**src/rtl/data_mem_controller.sv**
```systemverilog
// data_mem_controller
//
// MEM-stage data memory controller. It turns a MEM-stage load/store into a
// registered request to a memory that answers with a one-cycle Ready pulse.
// While the access is outstanding it stalls the pipeline. It also handles
// big-endian sub-word lane steering, load extension and misalignment
// exceptions.
//
// Configuration macro:
//   DATA_MEM_LLSC_EN : when defined, LL/SC use a link bit and a link address.
//                      When undefined, LL behaves as LW, and SC always writes
//                      and reports success (DataOut = 1).
//
// Ports:
//   clock, reset           : single clock; synchronous active-high reset
//   Address, DataIn        : MEM-stage byte address and forwarded store data
//   MemRead, MemWrite      : MEM-stage load / store
//   MemSize                : 00 word, 01 half, 10 byte, 11 word
//   SignExtend             : sign-extend (1) or zero-extend (0) sub-word loads
//   LLSC                   : load is LL, store is SC
//   Eret                   : clears the LL link bit
//   M_Exception_Stall      : MEM instruction is being flushed (no new access)
//   M_Stall                : global MEM-stage stall from the hazard unit
//   DataMem_In/_Ready      : memory read data and completion pulse
//   DataOut                : load result or SC status to WB
//   M_Stall_Controller     : stall request to the hazard unit
//   EXC_AdEL / EXC_AdES    : misaligned load / store (combinational)
//   DataMem_Read/_Write    : registered read request / byte enables (bit 3 = offset 0)
//   DataMem_Address/_Out   : registered word address and lane-replicated store data
module data_mem_controller (
  input  logic        clock,
  input  logic        reset,
  input  logic [31:0] Address,
  input  logic [31:0] DataIn,
  input  logic        MemRead,
  input  logic        MemWrite,
  input  logic [1:0]  MemSize,
  input  logic        SignExtend,
  input  logic        LLSC,
  input  logic        Eret,
  input  logic        M_Exception_Stall,
  input  logic        M_Stall,
  input  logic [31:0] DataMem_In,
  input  logic        DataMem_Ready,
  output logic [31:0] DataOut,
  output logic        M_Stall_Controller,
  output logic        EXC_AdEL,
  output logic        EXC_AdES,
  output logic        DataMem_Read,
  output logic [3:0]  DataMem_Write,
  output logic [29:0] DataMem_Address,
  output logic [31:0] DataMem_Out
);

  typedef enum logic [1:0] {IDLE, ACCESS, HOLD} state_t;

  state_t      stateQ, stateD;
  logic        readQ, readD;
  logic [3:0]  writeQ, writeD;
  logic [29:0] addrQ, addrD;
  logic [31:0] outQ, outD;
  logic [31:0] dataQ, dataD;

  logic        aligned, validOp, scFail;
  logic [3:0]  byteEn;
  logic [31:0] storeData, loadData;
  logic [7:0]  loadByte;
  logic [15:0] loadHalf;

  // Alignment: reserved size 11 is treated as a word access.
  always_comb begin
    case (MemSize)
      2'b01:   aligned = ~Address[0];
      2'b10:   aligned = 1'b1;
      default: aligned = (Address[1:0] == 2'b00);
    endcase
  end

  assign validOp  = (MemRead | MemWrite) & aligned & ~M_Exception_Stall;
  assign EXC_AdEL = MemRead & ~aligned;
  assign EXC_AdES = MemWrite & ~aligned;

  // Big-endian lane steering: byte offset 0 lives in bits [31:24] / enable bit 3.
  always_comb begin
    case (MemSize)
      2'b01: begin
        byteEn    = Address[1] ? 4'b0011 : 4'b1100;
        storeData = {2{DataIn[15:0]}};
      end
      2'b10: begin
        byteEn    = 4'b1000 >> Address[1:0];
        storeData = {4{DataIn[7:0]}};
      end
      default: begin
        byteEn    = 4'b1111;
        storeData = DataIn;
      end
    endcase
  end

  always_comb begin
    case (Address[1:0])
      2'b00:   loadByte = DataMem_In[31:24];
      2'b01:   loadByte = DataMem_In[23:16];
      2'b10:   loadByte = DataMem_In[15:8];
      default: loadByte = DataMem_In[7:0];
    endcase
    loadHalf = Address[1] ? DataMem_In[15:0] : DataMem_In[31:16];
    case (MemSize)
      2'b01:   loadData = {{16{SignExtend & loadHalf[15]}}, loadHalf};
      2'b10:   loadData = {{24{SignExtend & loadByte[7]}}, loadByte};
      default: loadData = DataMem_In;
    endcase
  end

`ifdef DATA_MEM_LLSC_EN
  logic        linkQ, linkD;
  logic [29:0] linkAddrQ, linkAddrD;

  // A failing SC never reaches memory; it only reports 0 through HOLD.
  assign scFail = MemWrite & LLSC & ~(linkQ & (linkAddrQ == Address[31:2]));

  // Link tracking: LL completion sets it, any SC or Eret clears it, and Eret wins.
  always_comb begin
    linkD     = linkQ;
    linkAddrD = linkAddrQ;
    if (stateQ == IDLE && validOp && MemWrite && LLSC) begin
      linkD = 1'b0;
    end
    if (stateQ == ACCESS && DataMem_Ready && readQ && LLSC) begin
      linkD     = 1'b1;
      linkAddrD = addrQ;
    end
    if (Eret) begin
      linkD = 1'b0;
    end
  end

  always_ff @(posedge clock) begin
    if (reset) begin
      linkQ     <= 1'b0;
      linkAddrQ <= '0;
    end else begin
      linkQ     <= linkD;
      linkAddrQ <= linkAddrD;
    end
  end
`else
  assign scFail = 1'b0;
`endif

  // The stall request depends only on the state and the MEM inputs, never on
  // M_Stall, so it cannot form a loop through the hazard unit.
  always_comb begin
    stateD             = stateQ;
    readD              = readQ;
    writeD             = writeQ;
    addrD              = addrQ;
    outD               = outQ;
    dataD              = dataQ;
    M_Stall_Controller = 1'b0;
    case (stateQ)
      IDLE: begin
        if (validOp) begin
          M_Stall_Controller = 1'b1;
          if (scFail) begin
            stateD = HOLD;
            dataD  = 32'd0;
          end else begin
            stateD = ACCESS;
            readD  = MemRead;
            writeD = MemWrite ? byteEn : 4'b0000;
            addrD  = Address[31:2];
            outD   = storeData;
          end
        end
      end
      ACCESS: begin
        // Once issued, an access always completes, even if a flush arrives.
        M_Stall_Controller = 1'b1;
        if (DataMem_Ready) begin
          stateD = HOLD;
          readD  = 1'b0;
          writeD = 4'b0000;
          if (readQ) begin
            dataD = loadData;
          end else if (LLSC) begin
            dataD = 32'd1;
          end
        end
      end
      HOLD: begin
        // Wait out an external stall so the same op is not issued twice.
        if (!M_Stall) begin
          stateD = IDLE;
        end
      end
      default: stateD = IDLE;
    endcase
  end

  always_ff @(posedge clock) begin
    if (reset) begin
      stateQ <= IDLE;
      readQ  <= 1'b0;
      writeQ <= 4'b0000;
      addrQ  <= '0;
      outQ   <= '0;
      dataQ  <= '0;
    end else begin
      stateQ <= stateD;
      readQ  <= readD;
      writeQ <= writeD;
      addrQ  <= addrD;
      outQ   <= outD;
      dataQ  <= dataD;
    end
  end

  assign DataOut         = dataQ;
  assign DataMem_Read    = readQ;
  assign DataMem_Write   = writeQ;
  assign DataMem_Address = addrQ;
  assign DataMem_Out     = outQ;

endmodule

```
**config.mk**
```make
export PLATFORM = sky130hd
export DESIGN_NAME = data_mem_controller
export DESIGN_NICKNAME = d
export VERILOG_FILES = /design/src/rtl/data_mem_controller.sv
export SDC_FILE = /design/constraint.sdc
export NUM_CORES = 1
export LEC_CHECK = 0
export BUFFER_PORTS_ARGS = -buffer_cell sky130_fd_sc_hd__buf_2
export CORE_MARGIN = 4
export CORE_UTILIZATION = 43
export DETAILED_ROUTE_END_ITERATION = 12
export GPL_TIMING_DRIVEN = 0
export PLACE_DENSITY = 0.77
export SYNTH_ARGS = -nofsm -noshare
export SYNTH_HDL_FRONTEND = slang
export SYNTH_SLANG_ARGS = --single-unit
```
**constraint.sdc**
```tcl
create_clock -name clock -period 1.8 [get_ports clock]
set_clock_uncertainty 0.2 [all_clocks]
set_input_delay 0.09 -clock clock [delete_from_list [all_inputs] [get_ports clock]]
set_output_delay 0.09 -clock clock [all_outputs]
set_load 0.01 [all_outputs]
```
==> results.py, run 1 <==
metrics = {
    "run_status": {
        "status": "finished, final reports clean",
    },
    "sta": {
        "finalMaxSlewViolations": 0,
        "hold_viol_final": 0,
        "setup_violations": 0,
        "fin_crit_ns": 1.75,
        "fmax_ghz": 0.573,
        "tns_ns": 0,
        "period_share": 0.970,
        "slew_headroom": 0.565,
        "setup_ws_ns": 0.0542,
        "worst_pin_slew_ns": 0.648,
        "holdWs_ns": 0.0000520,
    },
    "die": {
        "rows": 37,
        "core_sq_mm": 0.0104,
        "initial_core_util": 0.446,
        "die_w_microns": 112,
        "die_y_microns": 112,
        "io_pins": 210,
        "die-area_sq_mm": 0.0125,
    },
    "min_path": {
        "hold_end": "DataOut[0]",
        "hold_start": "LLSC",
        "hold_depth": 4,
        "hold_class": "primary input to flip-flop",
    },
    "yosys": {
        "yosysWarnings": 0,
        "synth-main-ff-cell": "dfxtp_1",
        "syn_nets": 639,
        "syn_avg_cell_area_sq_um": 8.77,
        "yosys.area.top_type": "dfxtp_1",
        "ys_top_cells_by_area": "dfxtp_1 44%, o21ai_0 7.1%, a21oi_1 6.3%, o2bb2ai_1 4.7%, nand3_1 4.3%",
        "synth_edf_count": 0,
        "synthArstFlopShare": 0,
        "synthDistinctLibCells": 52,
        "syn_inst": 529,
        "yosys_register_bits": 101,
        "synth_area_sq_mm": 0.00464,
        "synth_top_area_share": 0.436,
        "synth_seq_area_share": 0.436,
    },
    "global_route": {
        "grt_overflow": 0,
        "grt_pass1_wl_mm": 29.6,
        "grt_pass1_vias": 5876,
        "grtUsageTotal": 0.288,
        "grt_antenna_before_repair": 0,
        "grt_max_degree": 17,
    },
    "detailed_routing": {
        "route.detailed.drc": 0,
        "vias": 5731,
        "first_pass_iters": 6,
        "wire_per_inst_microns": 18.6,
        "routed_wl_mm": 18.5,
        "ant_nets": 0,
        "drt-initial-drc-count": 585,
        "viasPerCell": 5.77,
    },
    "critical_path": {
        "worstSetupPathType": "flip-flop to flip-flop",
        "cp_data_arrival_time_ns": 1.80,
        "startpoint_type": "flip-flop",
        "cp-end-kind": "flip-flop",
        "r2r-start": "stateQ[0]",
        "crit_required_ns": 1.85,
        "cp_max_fo": 10,
        "r2r_end": "DataMem_Address[21]",
        "rr_worst_depth": 6,
        "rrSetupSlack_ns": 0.05,
    },
    "final_layout": {
        "antenna_cells": 0,
        "drive_above_1_share": 0.338,
        "layout_common_cells": "220 x buf_2, 99 x dfxtp_1, 99 x dlygate4sd3_1, 59 x o21ai_0, 58 x a21oi_1",
        "finalNonFillerCells": 994,
        "area_growth_pct": 55.9,
        "layout.cells.most_common": "buf_2",
        "fin_nets": 963,
    },
    "clocking": {
        "cts_buffers": 9,
        "clock_latency_ns": 0.37,
        "max-clock-path-buffers": 2,
        "clk_pin_slew_ns": 0.10,
        "cts.sinks": 101,
        "cts_htree_levels": 3,
        "cts_tree": "done",
        "clockRootBuffer": "clkbuf_8",
    },
    "power_and_ir_drop": {
        "ir_drop_v": 0.000400,
        "p_total_mw": 5.23,
        "p_leak_nw": 3.15,
        "powerDensity_mw_per_mm2": 723,
    },
    "placement": {
        "dp_hpwl_mm": 12.7,
        "dp_slack_ns": -0.361,
        "io_buffers": 207,
        "dpl.cell_count": 872,
        "gp_congestion": 0.884,
    },
    "job": {
        "drv_cap": 0,
    },
}
layer usage:
layer,up-vias,routed length (microns),track usage
met2,343,8610,0.476
met4,0,909,0.138
met1,2668,7250,0.348
li1,2635,-,-
met3,85,1720,0.0734
met5,-,0,0
worst max-delay path: stages, from the launching register on:
cell      delay [ns]
dfxtp_2         0.33
buf_6           0.13
or2_2           0.29
buf_4           0.19
clkbuf_4        0.20
o21ai_1         0.19
a21oi_1         0.10
synthesized netlist by cell type (6+ instances only):
library cell	count
buf_4	7
a222oi_1	6
o2bb2ai_1	25
o21ai_0	66
o21ai_1	19
a221oi_1	16
o211ai_1	17
nor2_1	38
mux2i_1	12
o32ai_1	6
dfxtp_1	101
nand2_1	8
nand3_1	40
clkbuf_1	18
a21oi_1	58
a211oi_1	8
inv_1	12
nor3b_1	8
buf_2	17
worst max path at each step:
stage          startpoint                   to  cells past startpoint
2_1_floorplan  MemSize[0]  DataMem_Address[28]                      8
3_5_place_dp   MemSize[0]           DataOut[0]                      8
6_report        stateQ[0]  DataMem_Address[21]                      6
5_1_grt         stateQ[0]      DataMem_Out[17]                      5
3_3_place_gp   MemSize[0]           DataOut[0]                      7
4_1_cts        MemSize[0]   M_Stall_Controller                     11
registers in the layout, indices dropped and copies added, names as in the netlist:
register	flops
DataMem_Out	32
DataMem_Address	30
DataMem_Read	1
stateQ	2
DataMem_Write	4
DataOut	32
timing repair:
| item | CTS | global route |
|---|---|---|
| hold endpoints to repair | 101 | 0 |
| hold buffers | 99 | 0 |
| gates resized for setup | 15 | 40 |
| endpoints found under the setup margin | 50 | 71 |
| buffers inserted | 4 | 4 |
| pin swaps | 4 | 3 |
cell type report:
type                            count  area, sq um
Multi-Input combinational cell    363         2350
Fill cell                         779         3180
Clock inverter                      5         83.8
Timing Repair Buffer              314         2090
Inverter                           13         52.6
Clock buffer                       11          131
Sequential cell                   101         2020
Buffer                             51          333
Tap cell                          136          170
report_power, final:
part           total (mW)  switching (mW)  internal, mW  leakage [nW]
clock                1.62           0.825         0.793         0.105
combinational        1.24           0.681         0.554          2.23
sequential           2.38          0.0510          2.33         0.820
total                5.23            1.56          3.67          3.15
per-stage QoR:
| step | utilization | cell area (sq um) |
|---|---|---|
| floorplan | - | 4640 |
| global placement | 0.561 | 5850 |
| detailed placement | 0.561 | 5850 |
| CTS | 0.684 | 7130 |
| global route | 0.695 | 7230 |
| finish | 0.695 | 7230 |
cells by family (layout without fill, tap and decap cells):
group,count (synthesis),after routing,synth area share
compound gates,234,234,0.334
fa+ha+maj,2,2,0.00539
buf+inv,65,394,0.0714
flops,101,101,0.436
mux,14,14,0.0313
simple gates,113,113,0.122
(Power assumes the default switching activity.)
==> run 2, diff against run 1 <==
--- a/config.mk
+++ b/config.mk
@@ -8,6 +8,7 @@
 export BUFFER_PORTS_ARGS = -buffer_cell sky130_fd_sc_hd__buf_2
 export CORE_MARGIN = 4
 export CORE_UTILIZATION = 43
+export CTS_BUF_LIST = sky130_fd_sc_hd__clkbuf_16
 export DETAILED_ROUTE_END_ITERATION = 12
 export GPL_TIMING_DRIVEN = 0
 export PLACE_DENSITY = 0.77
==> results.py, run 2 (same netlist as run 1, synthesis figures left out) <==
metrics = {
    "sta": {
        "period_share": 0.976,
        "slew_headroom": 0.571,
        "tns_ns": 0,
        "finalMaxSlewViolations": 0,
        "worst_pin_slew_ns": 0.639,
        "setup_violations": 0,
        "fmax_ghz": 0.569,
        "hold_viol_final": 0,
        "fin_crit_ns": 1.76,
    },
    "detailed_routing": {
        "route.detailed.drc": 0,
        "drt-initial-drc-count": 581,
        "wire_per_inst_microns": 18.7,
        "routed_wl_mm": 18.6,
        "first_pass_iters": 6,
        "ant_nets": 0,
        "vias": 5711,
        "viasPerCell": 5.74,
    },
    "die": {
        "die-area_sq_mm": 0.0125,
        "core_sq_mm": 0.0104,
        "initial_core_util": 0.446,
        "rows": 37,
        "die_y_microns": 112,
        "die_w_microns": 112,
        "io_pins": 210,
    },
    "critical_path": {
        "startpoint_type": "flip-flop",
        "cp_max_fo": 10,
        "crit_required_ns": 1.82,
        "crit_chain": "buf_6, or2_2, buf_4, buf_2, o21ai_1, a21oi_1",
        "cp-end-kind": "flip-flop",
        "cp_data_arrival_time_ns": 1.78,
        "crit_slowest_cell": "dfxtp_1",
        "worst_path_largest_cell_delay_ns": 0.32,
        "worstSetupPathType": "flip-flop to flip-flop",
    },
    "global_route": {
        "grt_antenna_before_repair": 0,
        "grt_pass1_wl_mm": 29.7,
        "grt_overflow": 0,
        "grtUsageTotal": 0.291,
        "grt_max_degree": 17,
        "grt_pass1_vias": 5851,
    },
    "final_layout": {
        "fillers": 780,
        "layout_common_cells": "219 x buf_2, 100 x dfxtp_1, 99 x dlygate4sd3_1, 58 x a21oi_1, 57 x o21ai_0",
        "area_growth_pct": 58.3,
        "layout.cells.most_common": "buf_2",
        "fin_nets": 964,
        "utilization": 0.705,
        "drive_above_1_share": 0.340,
        "antenna_cells": 0,
    },
    "clocking": {
        "clk_pin_slew_ns": 0.07,
        "clock_latency_ns": 0.35,
        "cts_htree_levels": 3,
        "cts.sinks": 101,
        "max-clock-path-buffers": 2,
        "cts_tree": "done",
        "clockRootBuffer": "clkbuf_16",
        "cts_buffers": 9,
    },
    "power_and_ir_drop": {
        "powerDensity_mw_per_mm2": 778,
        "p_leak_nw": 3.21,
        "ir_drop_v": 0.000527,
    },
    "placement": {
        "io_buffers": 207,
        "dp_hpwl_mm": 12.7,
        "gp_congestion": 0.884,
    },
    "run_status": {
        "status": "finished, final reports clean",
    },
    "min_path": {
        "hold_class": "primary input to flip-flop",
    },
    "job": {
        "drv_cap": 0,
    },
}
==> run 2: changes by cell type in the layout (fill, tap and decap cells not counted), sizes merged <==
cell,previous run,this run
clkbuf,32,31
inv,13,15
==> run 2: timing repair <==
item,in CTS,in global routing
setup endpoints to repair,46,80
hold buffers,99,0
pin swaps,4,4
setup buffers,4,5
resized for setup,13,45
endpoints found under the hold margin,98,0
==> run 2: path summary, 6_finish.rpt <==
| kind | slack [ns] | endpoint | depth (start not counted) | from |
|---|---|---|---|---|
| worst max-delay path | 0.04 | DataMem_Address[21] | 6 | stateQ[0] |
| worst min-delay path | 0.02 | DataOut[0] | 4 | LLSC |
| worst max register to register | 0.04 | DataMem_Address[21] | 6 | stateQ[0] |
| worst min register to register | 0.25 | DataMem_Write[3] | 2 | DataMem_Write[3] |
==> run 2: metal layers <==
layer | GRT usage | vias up | part of all wire
met1 | 0.342 | 2664 | 0.39
li1 | - | 2637 | -
met5 | 0 | - | 0
met3 | 0.0886 | 71 | 0.093
met4 | 0.140 | 0 | 0.046
met2 | 0.481 | 339 | 0.47
==> run 2: report_power, final <==
group / leakage [nW] / switching [mW] / internal [mW]
combinational: 2.23 / 0.686 / 0.556
sequential: 0.820 / 0.0513 / 2.33
clock: 0.160 / 0.876 / 1.22
==> run 2: per-stage QoR <==
step	cell area, sq um	setup WS [ns]	instances	power [mW]	hold WS [ns]
final	7350	0.0438	995	5.71	0.0166
after global routing	7350	-0.0118	995	5.94	0.0916
after CTS	7220	-0.0198	991	5.66	0.0530
after detailed placement	5850	-0.361	872	3.41	0.145
after global placement	5850	-0.307	872	3.38	0.137
after floorplan	4640	0.101	529	2.99	0.0370
==> run 2: worst max-delay path, delay by kind of cell, from the launching register on <==
kind	cells	cell delay, ns
buffers and inverters	3	0.52
flip-flops	1	0.32
AND/OR/NAND/NOR	1	0.29
AO/OA/AOI/OAI	2	0.28
==> run 2: cell type report <==
cell class / count / area (sq um) / area share
Buffer: 51 / 332 / 0.0451
Clock buffer: 9 / 225 / 0.0307
Clock inverter: 7 / 91.3 / 0.0124
Inverter: 13 / 52.6 / 0.00715
Multi-Input combinational cell: 363 / 2360 / 0.321
Sequential cell: 101 / 2020 / 0.275
Tap cell: 136 / 170 / 0.0232
Timing Repair Buffer: 315 / 2090 / 0.285
==> run 3, diff against run 2 <==
--- a/config.mk
+++ b/config.mk
@@ -6,6 +6,7 @@
 export NUM_CORES = 1
 export LEC_CHECK = 0
 export BUFFER_PORTS_ARGS = -buffer_cell sky130_fd_sc_hd__buf_2
+export CORE_ASPECT_RATIO = 0.75
 export CORE_MARGIN = 4
 export CORE_UTILIZATION = 43
 export CTS_BUF_LIST = sky130_fd_sc_hd__clkbuf_16
==> results.py, run 3 (same netlist as run 1, synthesis figures left out) <==
metrics = {
    "run_status": {
        "status": "finished, final reports clean",
    },
    "sta": {
        "setup_violations": 0,
        "fmax_ghz": 0.561,
        "period_share": 0.989,
        "slew_headroom": 0.613,
        "rsz0062_at_grt": "yes",
        "fin_crit_ns": 1.78,
        "finalMaxSlewViolations": 0,
        "holdWs_ns": 0.0161,
        "hold_viol_final": 0,
        "worst_pin_slew_ns": 0.580,
    },
    "critical_path": {
        "cp-end-kind": "flip-flop",
        "crit_required_ns": 1.83,
        "cp.depth": 7,
        "crit_family": "buffers and inverters",
        "cp_max_fo": 10,
        "rrSetupSlack_ns": 0.06,
        "cp_data_arrival_time_ns": 1.81,
        "worstSetupPathType": "primary input to flip-flop",
        "r2r_end": "DataOut[20]",
        "crit_chain": "dlygate4sd3_1, buf_2, mux2i_1, o22ai_1, o221ai_4, buf_4, o2bb2ai_1",
        "crit_slowest_cell": "dlygate4sd3_1",
        "r2r-start": "stateQ[0]",
        "startpoint_type": "primary input",
        "worst_path_largest_cell_delay_ns": 0.53,
        "path_buf_inv": 3,
        "rr_worst_depth": 7,
    },
    "final_layout": {
        "fin_nets": 968,
        "antenna_cells": 0,
        "drive_above_1_share": 0.342,
        "finalNonFillerCells": 999,
        "utilization": 0.709,
        "area_growth_pct": 59.0,
        "regArea_sq_mm": 0.00202,
        "layout.cells.most_common": "buf_2",
        "multi_input_area_sq_mm": 0.00236,
        "fillers": 764,
        "layout_common_cells": "219 x buf_2, 100 x dfxtp_1, 99 x dlygate4sd3_1, 58 x a21oi_1, 58 x o21ai_0",
    },
    "min_path": {
        "hold_end": "DataOut[16]",
        "hold_class": "primary input to flip-flop",
        "hold_start": "SignExtend",
        "hold_depth": 3,
    },
    "detailed_routing": {
        "viasPerCell": 5.85,
        "wire_per_inst_microns": 18.9,
        "first_pass_iters": 7,
        "routed_wl_mm": 18.9,
        "route.detailed.drc": 0,
        "drt-initial-drc-count": 644,
        "vias": 5849,
        "ant_nets": 0,
    },
    "global_route": {
        "grt_max_degree": 17,
        "grt_pass1_wl_mm": 29.5,
        "grtUsageTotal": 0.289,
        "grt_antenna_before_repair": 1,
        "grt_overflow": 0,
        "grt_pass1_vias": 5911,
    },
    "power_and_ir_drop": {
        "powerDensity_mw_per_mm2": 773,
        "p_total_mw": 5.70,
        "p_leak_nw": 3.22,
        "ir_drop_v": 0.000472,
    },
    "clocking": {
        "cts_tree": "done",
        "clk_pin_slew_ns": 0.07,
        "clockRootBuffer": "clkbuf_16",
        "cts.sinks": 101,
        "cts_buffers": 9,
        "clock_latency_ns": 0.33,
        "cts_htree_levels": 3,
        "max-clock-path-buffers": 2,
    },
    "die": {
        "initial_core_util": 0.446,
        "die_y_microns": 98.0,
        "core_sq_mm": 0.0104,
        "io_pins": 210,
        "die-area_sq_mm": 0.0125,
        "rows": 32,
        "die_w_microns": 128,
    },
    "placement": {
        "dp_hpwl_mm": 12.8,
        "io_buffers": 207,
        "dpl.cell_count": 872,
        "gp_congestion": 0.881,
    },
    "job": {
        "drv_cap": 0,
    },
}
run 3: worst max-delay path by stage:
stage | from | end | slack, ns
detailed placement | MemSize[1] | DataOut[0] | -0.34
CTS | MemSize[0] | M_Stall_Controller | -0.05
global route | DataMem_In[23] | DataOut[28] | -0.01
finish | DataMem_In[23] | DataOut[28] | 0.02
floorplan | MemSize[0] | DataMem_Address[28] | 0.10
global placement | MemSize[1] | DataOut[0] | -0.35
run 3: final cells by class:
class | instances | share of cell area
Multi-Input combinational cell | 363 | 0.320
Timing Repair Buffer | 319 | 0.288
Sequential cell | 101 | 0.274
Buffer | 51 | 0.0449
Clock buffer | 9 | 0.0305
Tap cell | 136 | 0.0231
Clock inverter | 7 | 0.0122
Inverter | 13 | 0.00712
run 3: where the power goes:
| part | total [mW] | internal, mW | switching, mW |
|---|---|---|---|
| logic | 1.26 | 0.564 | 0.695 |
| clock network | 2.06 | 1.21 | 0.851 |
| registers | 2.38 | 2.33 | 0.0536 |
run 3: stage by stage:
step	setup WS [ns]	TNS, ns	cell area, sq um
after global routing	-0.0118	-0.0793	7380
final	0.0190	0	7380
after floorplan	0.101	0	4640
after global placement	-0.350	-12.55	5850
after detailed placement	-0.341	-16.10	5850
after CTS	-0.0520	-0.464	7220
run 3: timing repair:
action	in CTS	in global routing
setup buffers	2	11
gates cloned	0	0
hold buffers	98	1
endpoints found under the setup margin	74	83
gates resized for setup	16	39
endpoints found under the hold margin	99	1
pin swaps	3	4
run 3: worst min-delay path, delay by kind of cell:
kind	cells	cell delay, ns
buffers and inverters	1	0.14
AOI/OAI and AO/OA	2	0.29
run 3: metal layers:
layer  up-vias  GRT usage  wire length (microns)
li1       2635          -                      -
met1      2763      0.342                   7360
met2       376      0.486                   8910
met3        73     0.0820                   1890
met4         2      0.131                    733
met5         -          0                     13
